[src/rtl/unified_mem_arbiter.sv]
// Arbiter that shares one single-ported, variable-latency memory between instruction fetch
// (read-only) and the data stage (read/write), with one transaction in flight at a time.
module unified_mem_arbiter #(
  parameter int AW             = 16,
  parameter int DW             = 16,
  parameter int MAX_DATA_BURST = 2
) (
  input  logic          clk,
  input  logic          reset,
  input  logic          if_req,
  input  logic [AW-1:0] if_addr,
  input  logic          if_kill,
  output logic [DW-1:0] if_rdata,
  output logic          if_ready,
  input  logic          d_req,
  input  logic          d_we,
  input  logic [AW-1:0] d_addr,
  input  logic [DW-1:0] d_wdata,
  output logic [DW-1:0] d_rdata,
  output logic          d_ready,
  output logic          stall_f,
  output logic          stall_m,
  output logic          mem_req,
  output logic          mem_we,
  output logic [AW-1:0] mem_addr,
  output logic [DW-1:0] mem_wdata,
  input  logic [DW-1:0] mem_rdata,
  input  logic          mem_ack,
  output logic [2:0]    dbg_state
);

  localparam int BW = $clog2(MAX_DATA_BURST + 1);

  typedef enum logic [2:0] {
    IDLE   = 3'd0,
    F_BUSY = 3'd1,
    D_BUSY = 3'd2,
    F_DONE = 3'd3,
    D_DONE = 3'd4
  } state_t;

  state_t        state;
  logic [BW-1:0] burst_cnt;
  logic          discard;

  logic fetch_pend;
  logic burst_full;
  logic grant_d;
  logic grant_f;

  // Handshake: if_req/d_req are levels held until the matching one-cycle ready pulse, and the
  // requester advances on the edge that ends that pulse. Toward memory, mem_req rises the cycle
  // after a grant and mem_we/mem_addr/mem_wdata stay frozen until the cycle mem_ack is seen.
  always_comb begin
    fetch_pend = if_req & ~if_kill;
    burst_full = (burst_cnt == BW'(MAX_DATA_BURST));
    grant_d    = d_req & ~(fetch_pend & burst_full);
    grant_f    = fetch_pend & ~grant_d;
  end

  always_ff @(posedge clk or negedge reset) begin
    if (!reset) begin
      state     <= IDLE;
      burst_cnt <= '0;
      discard   <= 1'b0;
      if_rdata  <= '0;
      if_ready  <= 1'b0;
      d_rdata   <= '0;
      d_ready   <= 1'b0;
      mem_req   <= 1'b0;
      mem_we    <= 1'b0;
      mem_addr  <= '0;
      mem_wdata <= '0;
    end else begin
      case (state)
        IDLE: begin
          if (grant_d) begin
            state     <= D_BUSY;
            mem_req   <= 1'b1;
            mem_we    <= d_we;
            mem_addr  <= d_addr;
            mem_wdata <= d_wdata;
            // Count data grants that bypassed a waiting fetch; saturating value forces a fetch turn.
            if (!fetch_pend)
              burst_cnt <= '0;
            else if (!burst_full)
              burst_cnt <= burst_cnt + BW'(1);
          end else if (grant_f) begin
            state     <= F_BUSY;
            mem_req   <= 1'b1;
            mem_we    <= 1'b0;
            mem_addr  <= if_addr;
            burst_cnt <= '0;
          end
        end
        F_BUSY: begin
          if (if_kill)
            discard <= 1'b1;
          if (mem_ack) begin
            if (!(discard | if_kill)) begin
              if_rdata <= mem_rdata;
              if_ready <= 1'b1;
            end
            mem_req <= 1'b0;
            mem_we  <= 1'b0;
            state   <= F_DONE;
          end
        end
        D_BUSY: begin
          if (mem_ack) begin
            if (!mem_we)
              d_rdata <= mem_rdata;
            d_ready <= 1'b1;
            mem_req <= 1'b0;
            mem_we  <= 1'b0;
            state   <= D_DONE;
          end
        end
        F_DONE: begin
          if_ready <= 1'b0;
          discard  <= 1'b0;
          state    <= IDLE;
        end
        D_DONE: begin
          d_ready <= 1'b0;
          state   <= IDLE;
        end
        default: state <= IDLE;
      endcase
    end
  end

  // Stalls are combinational so the pipeline sees them in the request cycle; reset forces them low.
  assign stall_f   = reset & if_req & ~if_ready & ~if_kill;
  assign stall_m   = reset & d_req & ~d_ready;
  assign dbg_state = state;

endmodule
[config.mk]
export PLATFORM = sky130hd
export DESIGN_NAME = unified_mem_arbiter
export DESIGN_NICKNAME = d
export VERILOG_FILES = /design/src/rtl/unified_mem_arbiter.sv
export SDC_FILE = /design/constraint.sdc
export NUM_CORES = 1
export LEC_CHECK = 0
export BUFFER_PORTS_ARGS = -buffer_cell sky130_fd_sc_hd__buf_4
export CORE_UTILIZATION = 46
export DETAILED_ROUTE_END_ITERATION = 7
export GPL_TIMING_DRIVEN = 1
export PLACE_DENSITY = 0.86
export SYNTH_ARGS = -nofsm -noshare
export SYNTH_HDL_FRONTEND = slang
export SYNTH_SLANG_ARGS = --single-unit
[constraint.sdc]
create_clock -name clk -period 2.2 [get_ports clk]
set_input_delay 0 -clock clk [delete_from_list [all_inputs] [get_ports clk]]
set_output_delay 0 -clock clk [all_outputs]
set_load 0.005 [all_outputs]
==> After elaboration in Yosys (flattened, before gate mapping) <==
Cells that the tools add are included.
{ "word_totals": {"register_bits": 74, "latchBits": 0, "ramBits": 0, "mem_bits_ro": 0, "inputBits": 71, "out_inout_bits": 73, "elab_cells": 82, "mem_count": 0} }
{ "op_classes": {"n_addsub": 1, "mul": 0, "div": 0, "order_cmp": 0, "eq_ne": 12, "shifts": 0, "n_mux": 25, "bitwise_logic": 17, "n_reduce_logical": 16} }
{ "op_table": {"columns": ["operator", "count"], "rows": [
  ["$mux 16", 2],
  ["$reduce_and 3->1", 6],
  ["$mux 3", 4],
  ["$pmux 1 s2", 5],
  ["$and 1x1->1", 9],
  ["$mux 1", 9],
  ["$pmux 3 s3", 1],
  ["$mux 2", 4],
  ["$ne 2x2->1 const B", 4],
  ["$reduce_and 2->1", 4],
  ["$reduce_bool 2->1", 4],
  ["$not 1->1", 7],
  ["$eq 3x2->1 const B", 2],
  ["$ne 3x3->1 const B", 2],
  ["$eq 3x1->1 const B", 1],
  ["$eq 3x3->1 const B", 1],
  ["$logic_not 3->1", 1],
  ["$add 2x1->2 const B", 1],
  ["$eq 2x2->1 const B", 1],
  ["$ne 2x1->1 const B", 1],
  ["$reduce_or 2->1", 1],
  ["$or 1x1->1", 1]
]} }

==> Logic depth before layout (Yosys ltp) <==
{ "logic_depth": {"ltp_word": 10, "ltp_mapped": 8, "depth_no_buf": 6} }

==> Worst setup path after synthesis <==
OpenSTA, ideal clock, no wires.
{ "synth_path": {"path_type": "reg-to-reg", "start": "register burst_cnt[0]", "end": "register mem_wdata[10]", "setup_ns": 0.125, "arrival_time_ns": 1.537, "t_required_ns": 2.075, "setup_slack_ns": 0.538, "path_stages_with_launch": 9, "n_path_buf": 2, "cell_sequence": "dfrtp_1 > inv_1 > ha_1 > nand3b_1 > and2_1 > buf_4 > nand2_4 > buf_4 > mux2_2"} }
{ "synth_between": {"elab_chain_len": 5} }
{ "synth_lines": {"columns": ["item", "line", "rtl"], "rows": [
  ["from (decl)", "43", "logic [BW-1:0] burst_cnt;"],
  ["from (signal assigned)", "87", "burst_cnt <= burst_cnt + BW'(1);"],
  ["$eq 2x2->1", "56", "burst_full = (burst_cnt == BW'(MAX_DATA_BURST));"],
  ["$and 1x1->1", "57", "grant_d = d_req & ~(fetch_pend & burst_full);"],
  ["$not 1->1", "57", null],
  ["$and 1x1->1", "57", null],
  ["$reduce_and 2->1 (no line)", null, null],
  ["to (signal assigned)", "82", "mem_wdata <= d_wdata;"],
  ["to (decl)", "26", "output logic [DW-1:0] mem_wdata,"]
]} }
No other way between the ends.
A chain may end at the register's enable or synchronous reset.

==> Worst setup path after layout <==
{ "layout_path": {"start": "register burst_cnt[0]", "end": "register mem_addr[14]"} }
{ "layout_between": {"elab_chain_len": 8} }
{ "layout_lines": {"columns": ["item", "line", "rtl"], "rows": [
  ["$eq 2x2->1 *", "56", null],
  ["$and 1x1->1 *", "57", null],
  ["$not 1->1 *", "57", null],
  ["$and 1x1->1 *", "57", null],
  ["$not 1->1", "58", "grant_f = fetch_pend & ~grant_d;"],
  ["$and 1x1->1", "58", null],
  ["$reduce_bool 2->1 (no line)", null, null],
  ["$reduce_and 2->1 (no line)", null, null],
  ["to (signal assigned)", "81", "mem_addr <= d_addr;"],
  ["to (signal assigned)", "92", "mem_addr <= if_addr;"],
  ["to (decl)", "25", "output logic [AW-1:0] mem_addr,"]
]} }
Every way passes the cells marked *; elsewhere a longest branch is shown, timed or not.

==> results.yml <==
outcome:
  status: "finished, final reports clean"
floorplan:
  die_h_um: 83.8
  die_x_um: 83.8
  core-area_um2: 6390
  io_pins: 144
  start_util_pct: 48.1
  rows: 29
  dieArea_um2: 7010
synth:
  synth_warnings: 0
  ys_types: 35
  synth-seq-cells: 74
  synth_seq_area_share_pct: 60.2
  synth_area_per_cell_um2: 12.4
  synth_edf_count: 0
  syn_inst: 247
  mappedNetlistNets: 319
  synthTopCellsByCount: "74 x dfrtp_1, 48 x mux2_2, 36 x nand2_1, 19 x nor2_1, 17 x a31oi_1"
  yosysTopAreaCell: "dfrtp_1"
  synth_area_um2: 3070
  post-synth-top-area-fraction_pct: 60.2
  async_reset_ff_share_pct: 100
  synth_top_cells_by_area: "dfrtp_1 60%, mux2_2 18%, nand2_1 4.4%, a31oi_1 3.5%, nor2_1 2.3%"
  synth.most_common_cell: "dfrtp_1"
  synthFlopType: "dfrtp_1"
final_layout:
  final_core_util_pct: 79.8
  postLayoutCellArea_um2: 5100
  regArea_um2: 1850
  drive_gt1_share_pct: 46.7
  diodes: 0
  area_growth_pct: 65.8
  multi_input_area_um2: 1110
  final_nets: 532
  fillerInstances: 380
clock_tree:
  clockRootBuffer: "clkbuf_8"
  insertion_delay_ns: 0.35
  cts_buffers: 9
  cts_tree: "yes"
  cts.path.max_buffers: 2
  cts_sinks: 74
  htreeDepth: 3
  cts.clk_slew.worst_paths_ns: 0.09
route:
  wl_per_cell_um: 16.6
  drtIter0Drc: 184
  ant_nets: 0
  finalWirelength_mm: 8.99
  avgViaCountPerCell: 5.17
  dr.pass1.iters: 4
  route.vias.total: 2803
  drc: 0
power_and_ir_drop:
  p_leak_nw: 2.44
  ir_drop_uv: 812
  power.density_nw_per_um2: 1260
grt:
  antenna_found_initial: 0
  grt_pass1_vias: 2945
  grt_overflow: 0
  grt_max_degree: 50
  grtUsageTotal_pct: 26.6
  grt_pass1_wl_mm: 14.3
timing:
  setup_tns_ns: 0
  post-route-min-period_ns: 2.08
  finalCritPeriodShare_pct: 94.6
  max_freq_mhz: 481
  worst_clock_skew_ns: 0.0145
  hold_slack_ns: 0.0177
  drv_slew: 0
  relSlewSlack_pct: 60.1
  tightestPinTransition_ns: 0.599
  rsz0062_at_grt: "no"
  hold_viol: 0
  final-setup-viol-count: 0
worst_setup_path:
  required_ns: 2.49
  crit_path_end_kind: "flip-flop"
  worstPathBufferInverterCount: 3
  path_max_fanout: 17
  cp_cell_sequence: "inv_1, ha_1, nand3b_1, and2_1, buf_4, nand2_1, a31oi_1, dlygate4sd3_1"
  critPathMaxStageDelay_ns: 0.59
  worstReg2RegStart: "burst_cnt[0]"
  critical_path.slowest_cell: "dlygate4sd3_1"
  reg2reg_depth: 8
  cp.arrival_ns: 2.37
  regToRegSetupSlack_ns: 0.12
  path_class: "flip-flop to flip-flop"
  cp_top_family: "buffers and inverters"
  start_kind: "flip-flop"
  reg2reg_to: "mem_addr[14]"
flow_run:
  max_cap_viol_count: 0
placed_design:
  dpl_cell_area_um2: 4190
  dp_hpwl_mm: 5.41
  gp_congestion: 0.864
  io_buffers: 143
worst_hold_path:
  min_to: "burst_cnt[0]"
  hold_start: "d_req"
  min_path_type: "primary input to flip-flop"
  hold_path_depth: 3
==> placed cells by master (no fill, tap or decap), types with 2 or more instances in the layout <==
master / instances
inv_1: 4
nand3b_1: 2
a21oi_1: 2
nor2_1: 19
nand2_1: 36
a31oi_1: 17
nand3_1: 2
dlygate4sd3_1: 67
inv_6: 2
clkbuf_8: 10
a211oi_1: 2
bufinv_16: 2
o21ai_0: 5
mux2_2: 48
dfrtp_1: 74
nor3_1: 2
nor2b_1: 2
buf_4: 148
==> how the worst max path moves through the flow <==
stage | startpoint | endpoint | slack (ns) | cells past startpoint
after floorplan | burst_cnt[0] | mem_wdata[10] | 0.54 | 8
after global placement | dbg_state[0] | if_rdata[13] | 0.54 | 4
after detailed placement | dbg_state[1] | if_rdata[10] | 0.47 | 4
after CTS | dbg_state[2] | mem_addr[8] | 0.03 | 6
after global routing | burst_cnt[0] | mem_addr[14] | 0.02 | 8
final | burst_cnt[0] | mem_addr[14] | 0.12 | 8
==> where the power goes <==
| part | internal (mW) | switching (mW) | total [mW] |
|---|---|---|---|
| clock network | 0.678 | 0.514 | 1.19 |
| logic | 1.70 | 1.03 | 2.73 |
| registers | 2.03 | 0.466 | 2.50 |
| total | 4.41 | 2.01 | 6.43 |
==> cells by family (layout without fill, tap and decap cells) <==
logic type,Yosys count,count (layout),share of synthesized area (%)
compound gates,32,32,6.55
fa+ha+maj,1,1,0.407
buf+inv,18,236,3.54
flops,74,74,60.2
mux,49,49,17.9
simple gates,73,73,11.4
==> metal layers <==
layer  up-vias  part of all wire [%]  wire length, µm  track usage, %
met5         -                     0                0               0
met4         0                   3.4              302            14.2
met3        27                   5.3              477            4.15
met2       130                    54             4880            49.0
met1      1363                    37             3320            29.3
li1       1283                     -                -               -
==> tightest hold or removal path: cells and delay by family <==
kind	cells	cell delay, ns
buffers and inverters	1	0.14
muxes	1	0.08
and+or+nand+nor	1	0.12
==> sequential cells by signal (all words and copies together), names as in the netlist <==
register / count
burst_cnt: 2
d_rdata: 16
d_ready: 1
dbg_state: 3
discard: 1
if_rdata: 16
if_ready: 1
mem_addr: 16
mem_req: 1
mem_wdata: 16
mem_we: 1
==> layout make-up <==
| class | count | area share (%) |
|---|---|---|
| sequential | 74 | 36.3 |
| timing repair buffer | 216 | 35.2 |
| multi-input combinational | 155 | 21.9 |
| clock buffer | 11 | 2.77 |
| tap | 77 | 1.89 |
| clock inverter | 5 | 1.67 |
| inverter | 4 | 0.295 |
==> metrics by stage <==
step | power [mW] | worst slack, ns | cells
detailed placement | 4.98 | 0.467 | 458
global route | 6.79 | 0.0213 | 542
floorplan | 3.63 | 0.538 | 247
CTS | 6.37 | 0.0269 | 541
global placement | 4.86 | 0.542 | 458
finish | 6.43 | 0.120 | 542
==> timing repair <==
action	in CTS	in global routing
hold buffers	67	0
endpoints found under the hold margin	112	0
gates resized for setup	0	1
setup endpoints to repair	0	6
setup buffers	0	1
Power figures use the tool's default switching activity.
